`config.mk`:
```
export PLATFORM = sky130hd
export DESIGN_NAME = bar_sort_engine
export DESIGN_NICKNAME = d
export VERILOG_FILES = /design/src/rtl/bar_sort_engine.sv
export SDC_FILE = /design/constraint.sdc
export NUM_CORES = 1
export LEC_CHECK = 0
export CELL_PAD_IN_SITES_DETAIL_PLACEMENT = 1
export CELL_PAD_IN_SITES_GLOBAL_PLACEMENT = 1
export CORE_MARGIN = 2
export CORE_UTILIZATION = 45
export DETAILED_ROUTE_END_ITERATION = 7
export GPL_TIMING_DRIVEN = 0
export HOLD_SLACK_MARGIN = 0.12
export PLACE_DENSITY_LB_ADDON = 0.1
export SKIP_CTS_REPAIR_TIMING = 1
export SLEW_MARGIN = 20
export SYNTH_ARGS = -nofsm -noshare
export SYNTH_HDL_FRONTEND = slang
export SYNTH_SLANG_ARGS = --single-unit
```
`constraint.sdc`:
```
create_clock -name clk -period 5.58 [get_ports clk]
set_clock_uncertainty 0.05 [all_clocks]
set_input_delay 1.116 -clock clk [delete_from_list [all_inputs] [get_ports clk]]
set_output_delay 1.116 -clock clk [all_outputs]
set_load 0.02 [all_outputs]
```
`src/rtl/bar_sort_engine.sv`:
```
// rtl/bar_sort_engine.sv - step-paced bubble sort over N_BARS bar heights
module bar_sort_engine #(
  parameter int N_BARS   = 5,
  parameter int HEIGHT_W = 7
) (
  input  logic                       clk,
  input  logic                       reset,
  input  logic                       load_en,
  input  logic [2:0]                 load_idx,
  input  logic [HEIGHT_W-1:0]        load_height,
  input  logic                       start,
  input  logic                       step,
  output logic                       busy,
  output logic                       done,
  output logic [2:0]                 cmp_idx,
  output logic                       swapped,
  output logic [2:0]                 pass_count,
  output logic [7:0]                 swap_count,
  output logic [N_BARS*HEIGHT_W-1:0] heights_flat
);

  typedef enum logic [1:0] {IDLE, COMPARE, SWAP, DONE} state_t;

  state_t              state;
  logic [HEIGHT_W-1:0] h [N_BARS];
  logic [2:0]          j;
  logic [2:0]          j_next;
  logic                pass_swapped;
  logic                load_ok;
  logic                greater;
  logic                at_pass_end;
  logic                last_pass;
  logic                flag_now;

  always_comb begin
    j_next      = j + 3'd1;
    load_ok     = int'(load_idx) < N_BARS;
    greater     = h[j] > h[j_next];
    at_pass_end = int'(j) >= N_BARS - 2 - int'(pass_count);
    last_pass   = int'(pass_count) >= N_BARS - 2;
    // a swap happening this cycle counts toward the pass even before the flag register updates
    flag_now    = pass_swapped || (state == SWAP);
  end

  assign cmp_idx = j;

  for (genvar g = 0; g < N_BARS; g++) begin : g_flat
    assign heights_flat[g*HEIGHT_W +: HEIGHT_W] = h[g];
  end

  always_ff @(posedge clk or posedge reset) begin
    if (reset) begin
      state        <= IDLE;
      busy         <= 1'b0;
      done         <= 1'b0;
      swapped      <= 1'b0;
      j            <= 3'd0;
      pass_count   <= 3'd0;
      swap_count   <= 8'd0;
      pass_swapped <= 1'b0;
      for (int i = 0; i < N_BARS; i++) begin
        h[i] <= HEIGHT_W'((N_BARS - i) * 10);
      end
    end else begin
      swapped <= 1'b0;
      case (state)
        IDLE, DONE: begin
          if (load_en) begin
            if (load_ok) begin
              h[load_idx] <= load_height;
              done        <= 1'b0;
              state       <= IDLE;
            end
          end else if (start) begin
            j            <= 3'd0;
            pass_count   <= 3'd0;
            swap_count   <= 8'd0;
            pass_swapped <= 1'b0;
            done         <= 1'b0;
            busy         <= 1'b1;
            state        <= COMPARE;
          end
        end
        COMPARE, SWAP: begin
          if (state == SWAP) begin
            h[j]         <= h[j_next];
            h[j_next]    <= h[j];
            swapped      <= 1'b1;
            pass_swapped <= 1'b1;
            if (swap_count != 8'hFF) swap_count <= swap_count + 8'd1;
          end
          if (state == COMPARE && step && greater) begin
            state <= SWAP;
          end else if (state == SWAP || step) begin
            if (!at_pass_end) begin
              j     <= j_next;
              state <= COMPARE;
            end else if (!flag_now || last_pass) begin
              busy  <= 1'b0;
              done  <= 1'b1;
              state <= DONE;
            end else begin
              pass_count   <= pass_count + 3'd1;
              j            <= 3'd0;
              pass_swapped <= 1'b0;
              state        <= COMPARE;
            end
          end
        end
        default: state <= IDLE;
      endcase
    end
  end

endmodule
```
==> impl_metrics.toml, run 1 <==
[status]
status = "finished, final reports clean"

[critical_path]
critPathKind = "flop to flop"
cp_slowest_stage_delay_ns = 0.55
worst_setup_path_start_kind = "flop"
crit_chain = "ha_1 -> buf_2 -> clkbuf_1 -> nand3_1 -> o21ai_1 -> a21o_1 -> inv_1 -> ha_1 -> nand4_1 -> o211a_1 -> o21ai_0 -> clkbuf_1 -> o21ai_1 -> mux2_2"
crit_fanout = 10
cp_top_family = "buffers and inverters"
r2r_slack_ns = 1.36
crit_slowest_cell = "dfrtp_1"
worstSetupEndpointType = "flop"
arrival_ns = 4.40
cp.required_ns = 5.76
crit_buf_inv = 4

[detailed_routing]
num_vias = 4837
antenna_left = 0
drtIter0Drc = 490
wl_mm = 19.1
vias_per_cell = 6.72
drtPass1Iterations = 7
drc = 0
wire_per_inst_um = 26.5

[timing]
timing.fmax_mhz = 237
layout_min_cycle_time_ns = 4.22
relSlewSlack_pct = 16.0
fin_setup_tns_ns = 0
min_period_over_period_pct = 75.7
worst_pin_slew_ns = 1.25
setup_viol = 0
maxSlewViolCount = 0
hold_viol = 0
rsz0062_at_grt = "false"

[placed_design]
place_hpwl_mm = 13.5
routabilityCongestion = 0.992
portBuffers = 66

[yosys]
syn_inst = 511
netlist_area_mm2 = 0.00441
synth.distinct_cells = 71
yosys.cell_count.top_type = "nand2_1"
async_flop_share_pct = 100
ys_seq_area_share_pct = 31.6
synth_flop_cell = "dfrtp_1"
ys_ff_latch = 55
synth_top_area_share_pct = 23.8
synth_edf_count = 0
syn_avg_cell_area_um2 = 8.63
synth_area_leader_cell = "dfrtp_1"
synth_nets = 541
synth_area_leaders = "dfrtp_1 24%, dfstp_2 7.7%, nand2_1 5.4%, ha_1 4.3%, o21ai_0 3.6%"
synthTopCellsByCount = "63 x nand2_1, 42 x dfrtp_1, 32 x o21ai_0, 28 x nor2_1, 26 x a21oi_1"
ys_warn_count = 0

[layout]
num-nets-final = 616
drive_above_1_share_pct = 14.0
diodes = 0
fillers = 1172
area_growth_pct = 22.1

[run]
max-cap-violations = 0

[global_route]
overflow = 0
first_global_vias = 4953
grt_max_degree = 36
gr-usage-all-layers_pct = 37.0
grt_pass1_wl_mm = 28.9
antenna_found_initial = 0

[die]
coreArea_mm2 = 0.00964
rows = 36
die-area_mm2 = 0.0106
start_util_pct = 45.8
die_w_um = 103
die_h_um = 103
io_pins = 67

[clock_tree]
path_clk_slew_ns = 0.11
clock_sinks = 55
cts_buffers = 5
htree_levels = 2
cts-root-buf = "clkbuf_8"
clock_latency_ns = 0.33
cts_tree = "yes"
clockBufferDepth = 2

[min_path]
hp-class = "flop to flop"
## metal layers
metal  vias up  track usage (%)  part of all wire, %
met3        81             10.5                  9.6
met5         -                0                    0
met4         0             20.4                  5.4
li1       2090                -                    -
met1      2394             46.7                   40
met2       272             57.1                   45
## stage by stage
stage	setup slack (ns)	utilization (%)	hold WS (ns)	area, um2	cells
6_report	1.36	55.9	0.472	5390	720
4_1_cts	1.46	55.8	0.477	5380	720
5_1_grt	1.17	55.9	0.490	5390	720
2_1_floorplan	2.21	-	0.453	4410	511
3_5_place_dp	1.48	54.7	0.444	5270	712
3_3_place_gp	1.43	54.3	0.445	5240	710
## sequential cells by signal (all words and copies together), names as in the netlist
signal        count
busy              1
cmp_idx           3
done              1
heights_flat     35
pass_count        3
pass_swapped      1
state             2
swap_count        8
swapped           1
## kinds of logic (layout without fill, tap and decap cells)
| family | after synthesis | in the layout | synth area share, % |
|---|---|---|---|
| AO/OA/AOI/OAI | 192 | 192 | 31.1 |
| buffers and inverters | 55 | 131 | 6.18 |
| adder cells (fa/ha/maj) | 15 | 15 | 4.25 |
| multiplexers | 24 | 24 | 6.95 |
| XOR/XNOR | 2 | 2 | 1.25 |
| flip-flops | 55 | 55 | 31.6 |
| AND/OR/NAND/NOR | 168 | 168 | 18.7 |
## worst paths after layout
kind                       startpoint          endpoint  depth (start not counted)
hold / removal                   done              done                          1
max in group asynchronous       reset  heights_flat[29]                          3
setup / recovery           cmp_idx[1]        cmp_idx[0]                         14
min in group asynchronous       reset          state[0]                          2
setup reg to reg           cmp_idx[1]        cmp_idx[0]                         14
hold reg to reg                  done              done                          1
## layout make-up
cell class | instances | area [um2] | share of cell area (%)
Clock buffer | 7 | 96.3 | 1.79
Clock inverter | 1 | 7.51 | 0.139
Tap cell | 133 | 166 | 3.09
Multi-Input combinational cell | 401 | 2760 | 51.2
Inverter | 21 | 81.3 | 1.51
Timing Repair Buffer | 68 | 688 | 12.8
Sequential cell | 55 | 1390 | 25.9
Buffer | 34 | 194 | 3.60
## placed cells by master, fill, tap and decap left out, types with 11 or more instances in the layout
cell type         n
nor2b_1          11
a22o_1           13
buf_2            14
a22oi_1          14
dfrtp_1          42
ha_1             15
inv_1            19
o21ai_1          13
nand3_1          15
nor2_1           28
nand2_1          63
a221o_1          13
clkdlybuf4s50_1  66
o21ai_0          32
nor3_1           17
dfstp_2          13
a21oi_1          26
Power of run 1 is left out: the tool's default activity adds up to more than one toggle a clock period on the data nets, which glitch-free logic cannot reach.
==> inputs of run 2 (changes only) <==
--- a/config.mk
+++ b/config.mk
@@ -8,7 +8,7 @@
 export CELL_PAD_IN_SITES_DETAIL_PLACEMENT = 1
 export CELL_PAD_IN_SITES_GLOBAL_PLACEMENT = 1
 export CORE_MARGIN = 2
-export CORE_UTILIZATION = 45
+export CORE_UTILIZATION = 42
 export DETAILED_ROUTE_END_ITERATION = 7
 export GPL_TIMING_DRIVEN = 0
 export HOLD_SLACK_MARGIN = 0.12
==> constraint.sdc (replaced) <==
create_clock -name clk -period 3.9 [get_ports clk]
set_clock_uncertainty 0.05 [all_clocks]
set_input_delay 0.78 -clock clk [delete_from_list [all_inputs] [get_ports clk]]
set_output_delay 0.78 -clock clk [all_outputs]
set_load 0.02 [all_outputs]
==> run 2 against run 1 <==
Effect of this change: flip-flop and latch count is the same; critical path depth is the same; die area grew 6.9%.
==> impl_metrics.toml, run 2 (same netlist as run 1, synthesis figures left out) <==
[status]
status = "finished, final reports clean"

[critical_path]
critPathKind = "flop to flop"
worstSetupEndpointType = "flop"
arrival_ns = 3.81
cp_slowest_stage_delay_ns = 0.51
worst_setup_path_start_kind = "flop"
cp.required_ns = 4.08
critPathMostFrequentCell = "ha_1"
crit_slowest_cell = "dfrtp_2"
crit_fanout = 10
crit_chain = "ha_1 -> buf_2 -> nand2b_1 -> nor2_2 -> a22o_1 -> inv_1 -> ha_1 -> nor2b_1 -> o21ai_0 -> a21oi_1 -> o21ai_2 -> clkbuf_2 -> o21ai_1 -> mux2_2"

[die]
io_pins = 67
coreArea_mm2 = 0.0103
start_util_pct = 42.9
die_w_um = 106
die-area_mm2 = 0.0113
rows = 37
die_h_um = 106

[detailed_routing]
drtPass1Iterations = 5
num_vias = 4905
drc = 0
wire_per_inst_um = 26.6
drtIter0Drc = 520
wl_mm = 19.2
antenna_left = 0
vias_per_cell = 6.79

[layout]
diodes = 0
layout_common_cells = "66 x clkdlybuf4s50_1, 63 x nand2_1, 41 x dfrtp_1"
final_area_mm2 = 0.00539
stdcell_count = 722
num-nets-final = 615
largest_reg_flops = 35
area_growth_pct = 22.1
final_common_cell = "clkdlybuf4s50_1"
drive_above_1_share_pct = 14.7

[clock_tree]
clockBufferDepth = 2
cts_tree = "yes"
path_clk_slew_ns = 0.12
clock_latency_ns = 0.34
cts_buffers = 5
clock_sinks = 55
htree_levels = 2
cts-root-buf = "clkbuf_8"

[global_route]
grt_max_degree = 56
gr-usage-all-layers_pct = 34.7
first_global_vias = 5034
overflow = 0
antenna_found_initial = 0
grt_pass1_wl_mm = 29.4

[min_path]
hp-class = "flop to flop"

[placed_design]
routabilityCongestion = 0.996
place_area_mm2 = 0.00526
place_hpwl_mm = 13.3
portBuffers = 66
dp_cells = 714

[timing]
maxSlewViolCount = 0
rsz0062_at_grt = "false"
timing.fmax_mhz = 275
relSlewSlack_pct = 8.48
setup_viol = 0
worst_pin_slew_ns = 1.36
layout_min_cycle_time_ns = 3.63
min_period_over_period_pct = 93.1
hold_viol = 0

[run]
max-cap-violations = 0
-- run 2: final timing paths --
path                          startpoint       endpoint  slack [ns]  depth (start not counted)
max                           cmp_idx[1]     cmp_idx[0]        0.27                         14
min                        swap_count[7]  swap_count[7]        0.47                          1
max reg2reg                   cmp_idx[1]     cmp_idx[0]        0.27                         14
min reg2reg                swap_count[7]  swap_count[7]        0.47                          1
max in group asynchronous          reset     cmp_idx[1]        2.41                          2
min in group asynchronous          reset  swap_count[7]        0.87                          2
-- run 2: through the flow --
step	hold slack, ns	worst slack [ns]	setup TNS [ns]	utilization (%)
after floorplan	0.453	0.535	0	-
after global placement	0.444	-0.296	-2.56	51.0
after detailed placement	0.444	-0.213	-0.964	51.2
after CTS	0.475	-0.228	-1.09	52.3
after global routing	0.490	0.0673	0	52.4
final	0.469	0.268	0	52.4
-- run 2: final cells by class --
cell class,count,area (um2)
timing repair buffer,67,672
clock inverter,3,43.8
multi-input combinational,401,2760
inverter,21,81.3
fill,1241,4890
sequential,55,1390
clock buffer,5,68.8
tap,136,170
buffer,34,199
-- run 2: worst max-delay path, delay by kind of cell (launching register included) --
| family | cells | cell delay, ns |
|---|---|---|
| flip-flops | 1 | 0.51 |
| adder cells (fa/ha/maj) | 2 | 0.60 |
| multiplexers | 1 | 0.27 |
| buffers and inverters | 3 | 0.50 |
| AO/OA/AOI/OAI | 5 | 0.90 |
| AND/OR/NAND/NOR | 3 | 0.69 |
-- run 2: layer usage --
metal | share of wire (%) | global-route usage (%)
met2 | 46 | 54.9
met1 | 40 | 45.2
met5 | 0 | 0
met4 | 4.8 | 17.5
met3 | 10 | 6.74
Power of run 2 is left out for the same reason.
==> inputs of run 3 (changes only) <==
--- a/config.mk
+++ b/config.mk
@@ -9,12 +9,12 @@
 export CELL_PAD_IN_SITES_GLOBAL_PLACEMENT = 1
 export CORE_MARGIN = 2
 export CORE_UTILIZATION = 42
+export CTS_CLUSTER_SIZE = 25
 export DETAILED_ROUTE_END_ITERATION = 7
 export GPL_TIMING_DRIVEN = 0
 export HOLD_SLACK_MARGIN = 0.12
 export PLACE_DENSITY_LB_ADDON = 0.1
 export SKIP_CTS_REPAIR_TIMING = 1
-export SLEW_MARGIN = 20
 export SYNTH_ARGS = -nofsm -noshare
 export SYNTH_HDL_FRONTEND = slang
 export SYNTH_SLANG_ARGS = --single-unit
==> run 3 against run 2 <==
Effect of this change: final cell count up 0.14%; register-to-register slack worse by 0.03 ns; flip-flop and latch count unchanged; sequential share of layout area down 0.060 points; global-route usage grew 0.057 points; critical path type unchanged; critical path depth is the same; setup slack got worse by 0.033 ns; critical endpoint unchanged; routed wire length fell by 0.65%.
==> impl_metrics.toml, run 3 (same netlist as run 1, synthesis figures left out) <==
[status]
status = "finished, final reports clean"

[layout]
final_common_cell = "clkdlybuf4s50_1"
multi_input_area_mm2 = 0.00276
layout_common_cells = "66 x clkdlybuf4s50_1, 63 x nand2_1, 41 x dfrtp_1"
num-nets-final = 616
regArea_mm2 = 0.00139
largest_reg_flops = 35
area_growth_pct = 22.4
drive_above_1_share_pct = 14.7
diodes = 0
fillers = 1236
post-route-util_pct = 52.6

[die]
start_util_pct = 42.9
die-area_mm2 = 0.0113
io_pins = 67
coreArea_mm2 = 0.0103
die_h_um = 106
rows = 37
die_w_um = 106

[min_path]
holdPathStages = 1
min_from = "done"
hold_end = "done"
hp-class = "flop to flop"

[detailed_routing]
wl_mm = 19.0
num_vias = 4782
drtIter0Drc = 410
antenna_left = 0
drc = 0
vias_per_cell = 6.61
wire_per_inst_um = 26.3
drtPass1Iterations = 5

[timing]
relSlewSlack_pct = 5.69
maxSlewViolCount = 0
fin_ws_ns = 0.235
layout_min_cycle_time_ns = 3.66
rsz0062_at_grt = "false"
min_period_over_period_pct = 94.0
timing.fmax_mhz = 273
worst_pin_slew_ns = 1.40
hold_viol = 0
setup_viol = 0

[placed_design]
place_hpwl_mm = 13.4
portBuffers = 66
dpl_worst_slack_ns = -0.201
routabilityCongestion = 0.996

[global_route]
antenna_found_initial = 0
gr-usage-all-layers_pct = 34.7
first_global_vias = 5021
overflow = 0
grt_max_degree = 33
grt_pass1_wl_mm = 29.3

[critical_path]
worstSetupEndpointType = "flop"
r2r_slack_ns = 0.24
crit_chain = "ha_1 -> buf_2 -> nand2b_1 -> nor2_2 -> a22o_1 -> inv_1 -> ha_1 -> nor2b_1 -> o21ai_0 -> a21oi_1 -> o21ai_2 -> clkbuf_2 -> o21ai_1 -> mux2_2"
rr_worst_depth = 14
crit_buf_inv = 3
crit_slowest_cell = "dfrtp_2"
rr_endpoint = "cmp_idx[0]"
critPathKind = "flop to flop"
crit_fanout = 10
cp_slowest_stage_delay_ns = 0.51
arrival_ns = 3.85
cp_top_family = "compound AO/OA/AOI/OAI gates"
cp.required_ns = 4.09
worst_setup_path_start_kind = "flop"
r2r_start = "cmp_idx[1]"
critPathMostFrequentCell = "ha_1"

[run]
max-cap-violations = 0

[clock_tree]
cts_tree = "yes"
cts_buffers = 5
clock_latency_ns = 0.34
htree_levels = 2
cts-root-buf = "clkbuf_8"
clockBufferDepth = 2
path_clk_slew_ns = 0.11
clock_sinks = 55
[run 3: worst reg2reg max path, cell delays in order, from the launching register on]
cell and delay [ns]:
dfrtp_2 0.51, ha_1 0.30, buf_2 0.16, nand2b_1 0.31, nor2_2 0.28, a22o_1 0.31, inv_1 0.07, ha_1 0.30
nor2b_1 0.13, o21ai_0 0.14, a21oi_1 0.10, o21ai_2 0.24, clkbuf_2 0.27, o21ai_1 0.13, mux2_2 0.28
[run 3: through the flow]
step | setup TNS (ns) | instances | cell area (um2) | hold WS [ns]
finish | 0 | 723 | 5400 | 0.471
global route | 0 | 723 | 5400 | 0.491
CTS | -1.06 | 723 | 5390 | 0.481
detailed placement | -0.871 | 715 | 5280 | 0.441
global placement | -2.56 | 713 | 5240 | 0.444
floorplan | 0 | 511 | 4410 | 0.453
[run 3: final cells by class]
class	instances	area share (%)
tap	136	3.15
timing repair buffer	68	12.8
multi-input combinational	401	51.0
inverter	21	1.46
clock buffer	5	1.27
clock inverter	3	0.811
sequential	55	25.8
buffer	34	3.68
[run 3: worst max-delay path by stage]
stage                           start          endpoint  slack [ns]  cells past startpoint
after CTS                  cmp_idx[1]     pass_count[1]       -0.22                     14
after global placement    load_idx[2]  heights_flat[33]       -0.30                      5
after detailed placement   cmp_idx[1]     pass_count[1]       -0.20                     14
after floorplan            cmp_idx[1]        cmp_idx[0]        0.53                     14
after global routing       cmp_idx[1]        cmp_idx[0]        0.06                     14
final                      cmp_idx[1]        cmp_idx[0]        0.24                     14
[run 3: routing by layer]
metal  GRT usage, %  up-vias  wire (um)
met2           53.4      249       8520
met4           19.2        0        969
li1               -     2093          -
met1           43.7     2368       7740
met5              0        -          0
met3           10.3       72       1820
Power of run 3 is left out for the same reason.
